--- src/rtl/seg_display_arbiter_if.sv ---
// Bundle between the display requesters and seg_display_arbiter.
// The requester side uses the master modport, the arbiter the slave modport.
// Optional: define SEG_ARB_LOCK_EN to add the per-requester lock[3:0] signal.
interface seg_display_arbiter_if;
  logic [3:0]   req;
  logic [127:0] req_data;
  logic [31:0]  req_dp;
`ifdef SEG_ARB_LOCK_EN
  logic [3:0]   lock;
`endif
  logic [3:0]   grant;
  logic [1:0]   owner_id;
  logic [31:0]  disp_data;
  logic [7:0]   disp_dp;
  logic         disp_valid;
  logic         switch_pulse;

`ifdef SEG_ARB_LOCK_EN
  modport master (
    output req, req_data, req_dp, lock,
    input  grant, owner_id, disp_data, disp_dp, disp_valid, switch_pulse
  );
  modport slave (
    input  req, req_data, req_dp, lock,
    output grant, owner_id, disp_data, disp_dp, disp_valid, switch_pulse
  );
`else
  modport master (
    output req, req_data, req_dp,
    input  grant, owner_id, disp_data, disp_dp, disp_valid, switch_pulse
  );
  modport slave (
    input  req, req_data, req_dp,
    output grant, owner_id, disp_data, disp_dp, disp_valid, switch_pulse
  );
`endif
endinterface

--- src/rtl/seg_display_arbiter.sv ---
// Round-robin arbiter sharing one 8-digit seven-segment driver among four
// requesters. An owner keeps the display for at least MIN_HOLD cycles, may be
// preempted after MAX_HOLD cycles when others wait, and a BLANK_CYCLES gap of
// blanked display separates two grants that follow a previous owner.
// Optional: define SEG_ARB_LOCK_EN to let an owner's lock bit suppress the
// MAX_HOLD preemption (release on dropping req is unchanged).
module seg_display_arbiter #(
  parameter int MIN_HOLD     = 50_000_000,
  parameter int MAX_HOLD     = 250_000_000,
  parameter int BLANK_CYCLES = 50_000
) (
  input logic                  clk,
  input logic                  rst,
  seg_display_arbiter_if.slave bus
);

  localparam int HCW = (MAX_HOLD > 1) ? $clog2(MAX_HOLD) : 1;
  localparam int BCW = (BLANK_CYCLES > 1) ? $clog2(BLANK_CYCLES) : 1;

  typedef enum logic [1:0] {IDLE, HOLD, SHARE, BLANK} state_t;

  state_t           state_q, state_d;
  logic [1:0]       last_id_q, last_id_d;
  logic [1:0]       owner_id_q, owner_id_d;
  logic [3:0]       grant_q, grant_d;
  logic [31:0]      disp_data_q, disp_data_d;
  logic [7:0]       disp_dp_q, disp_dp_d;
  logic             disp_valid_q, disp_valid_d;
  logic             switch_pulse_q, switch_pulse_d;
  logic [HCW-1:0]   hold_cnt_q, hold_cnt_d;
  logic [BCW-1:0]   blank_cnt_q, blank_cnt_d;

  logic [2:0]       pick;
  logic             pick_vld;
  logic [1:0]       pick_id;
  logic [3:0]       owner_mask;
  logic             owner_req;
  logic             others_req;
  logic             owner_locked;
  logic [31:0]      owner_data;
  logic [7:0]       owner_dp;
  logic             do_grant;
  logic             do_blank;

  // First requester after 'last' in circular order; {found, index}.
  // Scanning from farthest to closest lets the closest hit overwrite the rest.
  function automatic logic [2:0] rr_pick(input logic [3:0] r, input logic [1:0] last);
    logic [2:0] res;
    logic [1:0] idx;
    res = 3'b000;
    for (int i = 4; i >= 1; i--) begin
      idx = last + 2'(i);
      if (r[idx]) res = {1'b1, idx};
    end
    return res;
  endfunction

  // Hold counter increment that parks at MAX_HOLD-1.
  function automatic logic [HCW-1:0] sat_inc(input logic [HCW-1:0] v);
    return (v == HCW'(MAX_HOLD - 1)) ? v : v + 1'b1;
  endfunction

  // Arbitration inputs, owner lanes and the next-state / output decode.
  always_comb begin
    state_d        = state_q;
    last_id_d      = last_id_q;
    owner_id_d     = owner_id_q;
    grant_d        = grant_q;
    disp_data_d    = disp_data_q;
    disp_dp_d      = disp_dp_q;
    disp_valid_d   = disp_valid_q;
    switch_pulse_d = 1'b0;
    hold_cnt_d     = hold_cnt_q;
    blank_cnt_d    = blank_cnt_q;
    do_grant       = 1'b0;
    do_blank       = 1'b0;

    pick       = rr_pick(bus.req, last_id_q);
    pick_vld   = pick[2];
    pick_id    = pick[1:0];
    owner_mask = 4'b0001 << owner_id_q;
    owner_req  = bus.req[owner_id_q];
    others_req = |(bus.req & ~owner_mask);
    owner_data = bus.req_data[{owner_id_q, 5'b00000} +: 32];
    owner_dp   = bus.req_dp[{owner_id_q, 3'b000} +: 8];
`ifdef SEG_ARB_LOCK_EN
    owner_locked = bus.lock[owner_id_q];
`else
    owner_locked = 1'b0;
`endif

    case (state_q)
      IDLE: begin
        if (pick_vld) do_grant = 1'b1;
      end
      HOLD: begin
        // Owner cannot release during the minimum hold; data freezes if req drops.
        disp_valid_d = 1'b1;
        if (owner_req) begin
          disp_data_d = owner_data;
          disp_dp_d   = owner_dp;
        end
        hold_cnt_d = sat_inc(hold_cnt_q);
        if (hold_cnt_q == HCW'(MIN_HOLD - 1)) state_d = SHARE;
      end
      SHARE: begin
        if (!owner_req && others_req) begin
          do_blank = 1'b1;
        end else if (!owner_req) begin
          state_d      = IDLE;
          grant_d      = 4'b0000;
          disp_valid_d = 1'b0;
        end else if (others_req && !owner_locked &&
                     hold_cnt_q == HCW'(MAX_HOLD - 1)) begin
          do_blank = 1'b1;
        end else begin
          disp_valid_d = 1'b1;
          disp_data_d  = owner_data;
          disp_dp_d    = owner_dp;
          hold_cnt_d   = sat_inc(hold_cnt_q);
        end
      end
      BLANK: begin
        if (blank_cnt_q == BCW'(BLANK_CYCLES - 1)) begin
          if (pick_vld) do_grant = 1'b1;
          else          state_d  = IDLE;
        end else begin
          blank_cnt_d = blank_cnt_q + 1'b1;
        end
      end
      default: state_d = IDLE;
    endcase

    // New owner: display turns valid one cycle later once its lanes are loaded.
    if (do_grant) begin
      state_d        = HOLD;
      grant_d        = owner_mask_of(pick_id);
      owner_id_d     = pick_id;
      last_id_d      = pick_id;
      switch_pulse_d = 1'b1;
      hold_cnt_d     = '0;
      blank_cnt_d    = '0;
      disp_valid_d   = 1'b0;
    end

    if (do_blank) begin
      state_d      = BLANK;
      grant_d      = 4'b0000;
      disp_valid_d = 1'b0;
      disp_dp_d    = 8'hFF;
      blank_cnt_d  = '0;
    end
  end

  function automatic logic [3:0] owner_mask_of(input logic [1:0] id);
    return 4'b0001 << id;
  endfunction

  // State, counters and registered outputs; reset aborts any grant at once.
  always_ff @(posedge clk or negedge rst) begin
    if (!rst) begin
      state_q        <= IDLE;
      last_id_q      <= 2'd3;
      owner_id_q     <= 2'd0;
      grant_q        <= 4'b0000;
      disp_data_q    <= 32'h0;
      disp_dp_q      <= 8'hFF;
      disp_valid_q   <= 1'b0;
      switch_pulse_q <= 1'b0;
      hold_cnt_q     <= '0;
      blank_cnt_q    <= '0;
    end else begin
      state_q        <= state_d;
      last_id_q      <= last_id_d;
      owner_id_q     <= owner_id_d;
      grant_q        <= grant_d;
      disp_data_q    <= disp_data_d;
      disp_dp_q      <= disp_dp_d;
      disp_valid_q   <= disp_valid_d;
      switch_pulse_q <= switch_pulse_d;
      hold_cnt_q     <= hold_cnt_d;
      blank_cnt_q    <= blank_cnt_d;
    end
  end

  assign bus.grant        = grant_q;
  assign bus.owner_id     = owner_id_q;
  assign bus.disp_data    = disp_data_q;
  assign bus.disp_dp      = disp_dp_q;
  assign bus.disp_valid   = disp_valid_q;
  assign bus.switch_pulse = switch_pulse_q;

endmodule

--- src/flat_wrapper.sv ---
// flat-port wrapper written by rule: the top's interface ports become plain ports
module seg_display_arbiter_flat 
#(
  parameter int MIN_HOLD     = 50_000_000,
  parameter int MAX_HOLD     = 250_000_000,
  parameter int BLANK_CYCLES = 50_000
)
  (clk, rst, bus_req, bus_req_data, bus_req_dp, bus_grant, bus_owner_id, bus_disp_data, bus_disp_dp, bus_disp_valid, bus_switch_pulse);
  seg_display_arbiter_if bus_i ();
  input logic clk;
  input logic rst;
  input wire logic [$bits(bus_i.req)-1:0] bus_req;
  input wire logic [$bits(bus_i.req_data)-1:0] bus_req_data;
  input wire logic [$bits(bus_i.req_dp)-1:0] bus_req_dp;
  output wire logic [$bits(bus_i.grant)-1:0] bus_grant;
  output wire logic [$bits(bus_i.owner_id)-1:0] bus_owner_id;
  output wire logic [$bits(bus_i.disp_data)-1:0] bus_disp_data;
  output wire logic [$bits(bus_i.disp_dp)-1:0] bus_disp_dp;
  output wire logic [$bits(bus_i.disp_valid)-1:0] bus_disp_valid;
  output wire logic [$bits(bus_i.switch_pulse)-1:0] bus_switch_pulse;
  assign bus_i.req = bus_req;
  assign bus_i.req_data = bus_req_data;
  assign bus_i.req_dp = bus_req_dp;
  assign bus_grant = bus_i.grant;
  assign bus_owner_id = bus_i.owner_id;
  assign bus_disp_data = bus_i.disp_data;
  assign bus_disp_dp = bus_i.disp_dp;
  assign bus_disp_valid = bus_i.disp_valid;
  assign bus_switch_pulse = bus_i.switch_pulse;
  seg_display_arbiter #(.MIN_HOLD(MIN_HOLD), .MAX_HOLD(MAX_HOLD), .BLANK_CYCLES(BLANK_CYCLES)) u_core (.clk(clk), .rst(rst), .bus(bus_i));
endmodule
--- config.mk ---
export PLATFORM = sky130hd
export DESIGN_NAME = seg_display_arbiter_flat
export DESIGN_NICKNAME = d
export VERILOG_FILES = /design/src/rtl/seg_display_arbiter_if.sv /design/src/rtl/seg_display_arbiter.sv /design/src/flat_wrapper.sv
export SDC_FILE = /design/constraint.sdc
export NUM_CORES = 1
export LEC_CHECK = 0
export BUFFER_PORTS_ARGS = -buffer_cell sky130_fd_sc_hd__buf_2
export CAP_MARGIN = 20
export CORE_MARGIN = 1.5
export CORE_UTILIZATION = 54
export DETAILED_ROUTE_END_ITERATION = 16
export PLACE_DENSITY = 0.87
export SYNTH_ARGS = -nofsm -noshare
export SYNTH_HDL_FRONTEND = slang
export SYNTH_SLANG_ARGS = --single-unit
--- constraint.sdc ---
create_clock -name clk -period 6.33 [get_ports clk]
set_clock_uncertainty 0.05 [all_clocks]
set_input_delay 0.3165 -clock clk [delete_from_list [all_inputs] [get_ports clk]]
set_output_delay 0.3165 -clock clk [all_outputs]
set_load 0.02 [all_outputs]
### Yosys cells after proc, flatten, opt, wreduce, memory -nomap -nowiden

Cells that the tools add are included.

| cells by class | value |
|---|---|
| shift operators | 4 |
| bitwise logic cells | 2 |
| reductions and logical operators | 19 |
| add/subtract/negate cells | 5 |
| mux-type cells | 62 |
| magnitude comparators | 5 |
| equal/unequal tests | 26 |

Operator list:

| kind | number |
|---|---|
| $mux W28 | 5 |
| $mux W32 | 4 |
| $shiftx A128 B8 Y32 | 1 |
| $mux W16 | 4 |
| $pmux W32 S2 | 1 |
| $pmux W28 S2 | 1 |
| $mux W8 | 5 |
| $shiftx A32 B6 Y8 | 1 |
| $add A28 B1 Y28 const B | 1 |
| $eq A28 B26 Y1 const B | 1 |
| $eq A28 B28 Y1 const B | 1 |
| $mux W4 | 5 |
| $mux W1 | 17 |
| $add A16 B1 Y16 const B | 1 |
| $eq A16 B16 Y1 const B | 1 |
| $pmux W8 S2 | 1 |
| $lt A2 B3 Y1 const B | 5 |
| $ne A3 B1 Y1 const B | 5 |
| $mux W2 | 7 |
| $mux W3 | 4 |
| $ne A3 B2 Y1 const B | 4 |
| $reduce_bool A3 Y1 | 4 |
| $bmux W1 S2 | 5 |
| $reduce_and A5 Y1 | 2 |
| other kinds (27) | 37 |

| storage, ports and cells | value |
|---|---|
| output and inout port bits | 48 |
| logic and storage cells | 133 |
| register bits | 96 |
| bits of input ports | 166 |

### Depth between registers and ports, before layout

| depth | value |
|---|---|
| depth after elaboration | 11 |
| depth in mapped cells | 10 |
| depth with buffers taken out | 8 |

### Worst setup path before layout

No wires, ideal clock.

| path | value |
|---|---|
| kind | reg2reg |
| start | register u_core.owner_id_q[0], in the netlist u_core.bus.owner_id[0] |
| end | register u_core.hold_cnt_q[27] |
| stages on the path, launching flop included | 9 |
| required time | 6.161 ns |
| data arrival time | 2.252 ns |
| buffers on the path | 2 |
| clock period less this slack | 2.421 ns |
| path slack | 3.909 ns |
| library setup time | 0.119 ns |
| cells stage by stage | dfrtp_1 buf_2 mux4_2 mux2_2 o31a_2 buf_6 and4_4 and3_1 o21a_1 |

| between the ends | value |
|---|---|
| word-level cells in the longest chain between the ends | 7 |
| elaborated cells between the ends (all ways) | 13 |
| classes of those cells | eq/ne: 3; shift: 1; mux: 2; bitwise: 2; reduce/logical: 5 |

RTL lines:

| what | RTL line | source |
|---|---|---|
| start, declared | seg_display_arbiter.sv:24 | `logic [1:0] owner_id_q, owner_id_d;` |
| start signal, assigned | seg_display_arbiter.sv:175 | `owner_id_q <= owner_id_d;` |
| $shl A1 B2 Y4 | seg_display_arbiter.sv:81 | `owner_mask = 4'b0001 << owner_id_q;` |
| $not A4 Y4 | seg_display_arbiter.sv:83 | `others_req = \|(bus.req & ~owner_mask);` |
| $and A4 B4 Y4 | seg_display_arbiter.sv:83 |  |
| $reduce_or A4 Y1 | seg_display_arbiter.sv:83 |  |
| $logic_and A1 B1 Y1 (on tied branches) | seg_display_arbiter.sv:107, seg_display_arbiter.sv:113 |  |
| $ne A3 B2 Y1 (no source line) | n/a |  |
| $reduce_and A4 Y1 (no source line) (*) | n/a |  |
| end signal, assigned | seg_display_arbiter.sv:181 | `hold_cnt_q <= hold_cnt_d;` |
| end, declared | seg_display_arbiter.sv:30 | `logic [HCW-1:0] hold_cnt_q, hold_cnt_d;` |

Every way passes the cells marked *; elsewhere a longest branch is shown, timed or not. The select of a mux whose other input is x is not followed.
A chain may end at the register's enable or synchronous reset.

### Worst setup path after layout

| path | value |
|---|---|
| start | register u_core.owner_id_q[0], in the netlist u_core.bus.owner_id[0] |
| end | register u_core.disp_data_q[24], in the netlist u_core.bus.disp_data[24] |

| between the ends | value |
|---|---|
| word-level cells in the longest chain between the ends | 7 |
| elaborated cells between the ends (all ways) | 20 |
| classes of those cells | eq/ne: 4; shift: 2; mux: 7; bitwise: 2; reduce/logical: 5 |

RTL lines:

| what | RTL line | source |
|---|---|---|
| parallel branches: the longest is 7 deep, another holds $shiftx A128 B8 Y32 | n/a |  |
| end signal, assigned | seg_display_arbiter.sv:177 | `disp_data_q <= disp_data_d;` |
| end, declared | seg_display_arbiter.sv:26 | `logic [31:0] disp_data_q, disp_data_d;` |

Parallel ways; which one is timed is not known. The select of a mux whose other input is x is not followed.

==> flow_summary.json <==
{
  "synthDistinctLibCells": 55,
  "synth_edf_count": 0,
  "synth_nets": 661,
  "period_needed_ns": 3.38,
  "nNetsFinal": 866,
  "leakagePower_nw": 3.30,
  "grt_overflow": 0,
  "routed_via_density": 5.94,
  "drv_slew": 0,
  "synthArstFlopShare": 1.00,
  "hold_start": "bus_req_data[115]",
  "synth_area_leaders": "dfrtp_1 38%, mux4_2 16%, mux2_2 5.6%",
  "start_kind": "flop",
  "cp.arrival_ns": 3.61,
  "min_to": "u_core.bus.disp_data[19]",
  "fin_tns_setup_ns": 0,
  "wire_per_inst_um": 18.4,
  "yosysTopAreaCell": "dfrtp_1",
  "grt.total_usage": 0.286,
  "critPathCaptureType": "flop",
  "routed_wl_um": 15300,
  "fin_area_mm2": 0.00693,
  "clkTransAtPathRegs_ns": 0.11,
  "routabilityCongestion": 0.943,
  "drt_iter0_markers": 388,
  "pwr_density_cell_mw_per_mm2": 439,
  "cts_made_buffers": 9,
  "worst_pin_slew_ns": 1.04,
  "drcViolationCount": 0,
  "ctsResizeCount": 0,
  "worstPathMaxFanout": 43,
  "setup_viol": 0,
  "cts_buffer_depth": 2,
  "outcome": "finished clean",
  "fp.dieH_um": 105,
  "yosys_warnings": 0,
  "reg2reg_depth": 6,
  "synth-seq-cells": 96,
  "cp.required_ns": 6.55,
  "synth_area_mm2": 0.00560,
  "post-route-period-util": 0.534,
  "std_cell_rows": 36,
  "synthFlopType": "dfrtp_1",
  "ioPinCount": 214,
  "avgSynthCellArea_um2": 11.5,
  "relSlewSlack": 0.302,
  "whs_ns": 0.299,
  "nFillCells": 724,
  "peakVddDrop_v": 0.000423,
  "layout_commonest_cell": "buf_2",
  "hold_violations": 0,
  "ant_nets": 0,
  "rr_endpoint": "u_core.bus.disp_data[24]",
  "grt_pass1_vias": 5028,
  "hp-class": "input pin to flop",
  "place_ws_ns": 2.92,
  "grt_max_degree": 68,
  "cts_root_buffer": "clkbuf_8",
  "first_pass_iters": 6,
  "htree_levels": 3,
  "clkPwrFrac": 0.129,
  "hold_depth": 3,
  "worstSkewPairLatency_ns": 0.38,
  "die-area_mm2": 0.0110,
  "yosysSeqAreaShare": 0.431,
  "port_buffers": 213,
  "fmaxAchievable_ghz": 0.296,
  "place_area_mm2": 0.00674,
  "synthToLayoutAreaGrowth_pct": 23.8,
  "p_int_mw": 1.77,
  "path_class": "flop to flop",
  "drive_above_1_share": 0.466,
  "syn_inst": 488,
  "rsz0062_at_grt": "false",
  "diodes": 0,
  "grt_first_pass_wirelength_um": 24700,
  "sw_frac_of_total": 0.420,
  "vias": 4932,
  "ff2ff_setup_slack_ns": 2.95,
  "synth_top_area_share": 0.384,
  "core_mm2": 0.00991,
  "share_seq_of_total_power": 0.332,
  "setup_ws_ns": 2.95,
  "dpl.hpwl_um": 11500,
  "maxCapViolCount": 0,
  "r2r-start": "u_core.bus.owner_id[0]",
  "total_switching_power_mw": 1.28,
  "final_cell_mix": "212 x buf_2, 84 x dfrtp_1, 63 x nor2_1, 41 x mux4_2, 33 x nand2_1",
  "die_w_um": 105,
  "tritoncts": "built",
  "clock-sinks": 96,
  "antenna_found_initial": 1,
  "p_comb_frac": 0.540,
  "start_util": 0.565
}
cell usage after synthesis, types with 4 or more instances:
| master | n |
|---|---|
| inv_1 | 21 |
| clkbuf_1 | 14 |
| and3_1 | 9 |
| buf_6 | 4 |
| dfrtp_1 | 86 |
| nand2_1 | 33 |
| a21oi_1 | 14 |
| dfstp_2 | 10 |
| mux2_2 | 28 |
| nand3_1 | 13 |
| nor3_1 | 12 |
| xor2_1 | 17 |
| mux2_1 | 6 |
| or3_1 | 4 |
| nor2_1 | 63 |
| nand4_1 | 12 |
| ha_1 | 7 |
| mux2i_1 | 10 |
| o21ai_0 | 8 |
| a22o_1 | 4 |
| xnor2_1 | 19 |
| mux4_2 | 41 |
power by group through the flow:
stage | sequential, mW | combinational [mW] | clock, mW
2_1_floorplan | 1.13 | 1.13 | 0
3_3_place_gp | 0.996 | 1.57 | 0
3_5_place_dp | 1.01 | 1.64 | 0
4_1_cts | 1.00 | 1.65 | 0.394
5_1_grt | 1.04 | 1.77 | 0.416
6_report | 1.01 | 1.64 | 0.391
kinds of logic (layout without fill, tap and decap cells):
family	count (synthesis)	count (layout)	synth area share
flip-flops	96	96	0.431
AND/OR/NAND/NOR	170	170	0.149
multiplexers	85	85	0.251
XOR/XNOR	36	36	0.0563
adder cells (fa/ha/maj)	7	7	0.0156
AO/OA/AOI/OAI	50	50	0.0608
buffers and inverters	44	254	0.0364
worst max path at each step:
stage,slack (ns),startpoint,depth (start not counted),end
after global placement,3.11,u_core.bus.owner_id[0],6,u_core.bus.disp_data[30]
after detailed placement,2.92,u_core.bus.owner_id[0],6,u_core.bus.disp_data[24]
final,2.95,u_core.bus.owner_id[0],6,u_core.bus.disp_data[24]
after floorplan,3.91,u_core.bus.owner_id[0],8,u_core.hold_cnt_q[27]
after CTS,2.91,u_core.bus.owner_id[0],6,u_core.bus.disp_data[24]
after global routing,2.69,u_core.bus.owner_id[0],6,u_core.bus.disp_data[6]
sequential cells by signal, summed over array words and instances (netlist names), 2 cells and up:
| name | cells |
|---|---|
| u_core.bus.disp_dp | 8 |
| u_core.state_q | 2 |
| u_core.bus.disp_data | 32 |
| u_core.last_id_q | 2 |
| u_core.bus.grant | 4 |
| u_core.bus.owner_id | 2 |
| u_core.hold_cnt_q | 28 |
| u_core.blank_cnt_q | 16 |
layout make-up:
type / count / area [µm²] / area share
multi-input cells: 348 / 2980 / 0.430
flip-flops and latches: 96 / 2420 / 0.349
repair buffers: 217 / 1100 / 0.159
well taps: 133 / 166 / 0.0240
clock buffers: 9 / 124 / 0.0179
inverters: 21 / 78.8 / 0.0114
clock inverters: 7 / 63.8 / 0.00920
critical path, stage by stage (launching register included):
cell     delay, ns
dfrtp_2       0.42
buf_4         0.61
mux4_2        0.68
inv_1         0.14
a21oi_1       0.11
o21ai_4       0.81
mux2_2        0.43
metal layers:
layer  global-route usage  wire length, µm  vias to the layer above
met1                0.347             5640                     2416
li1                     -                -                     2183
met4                0.132              596                        2
met5                    0               13                        -
met3               0.0649             1330                       56
met2                0.483             7720                      275
what timing repair did:
| action | CTS | global route |
|---|---|---|
| buffers inserted | 0 | 0 |
| hold buffers | 1 | 0 |
| endpoints found under the hold margin | 29 | 0 |
per-stage QoR:
stage               utilization  std cells  power [mW]
global route              0.700        831        3.22
detailed placement        0.680        814        2.65
floorplan                     -        488        2.26
global placement          0.680        814        2.57
finish                    0.700        831        3.04
CTS                       0.700        831        3.05
Note: power is estimated with default switching activity, not from simulation.
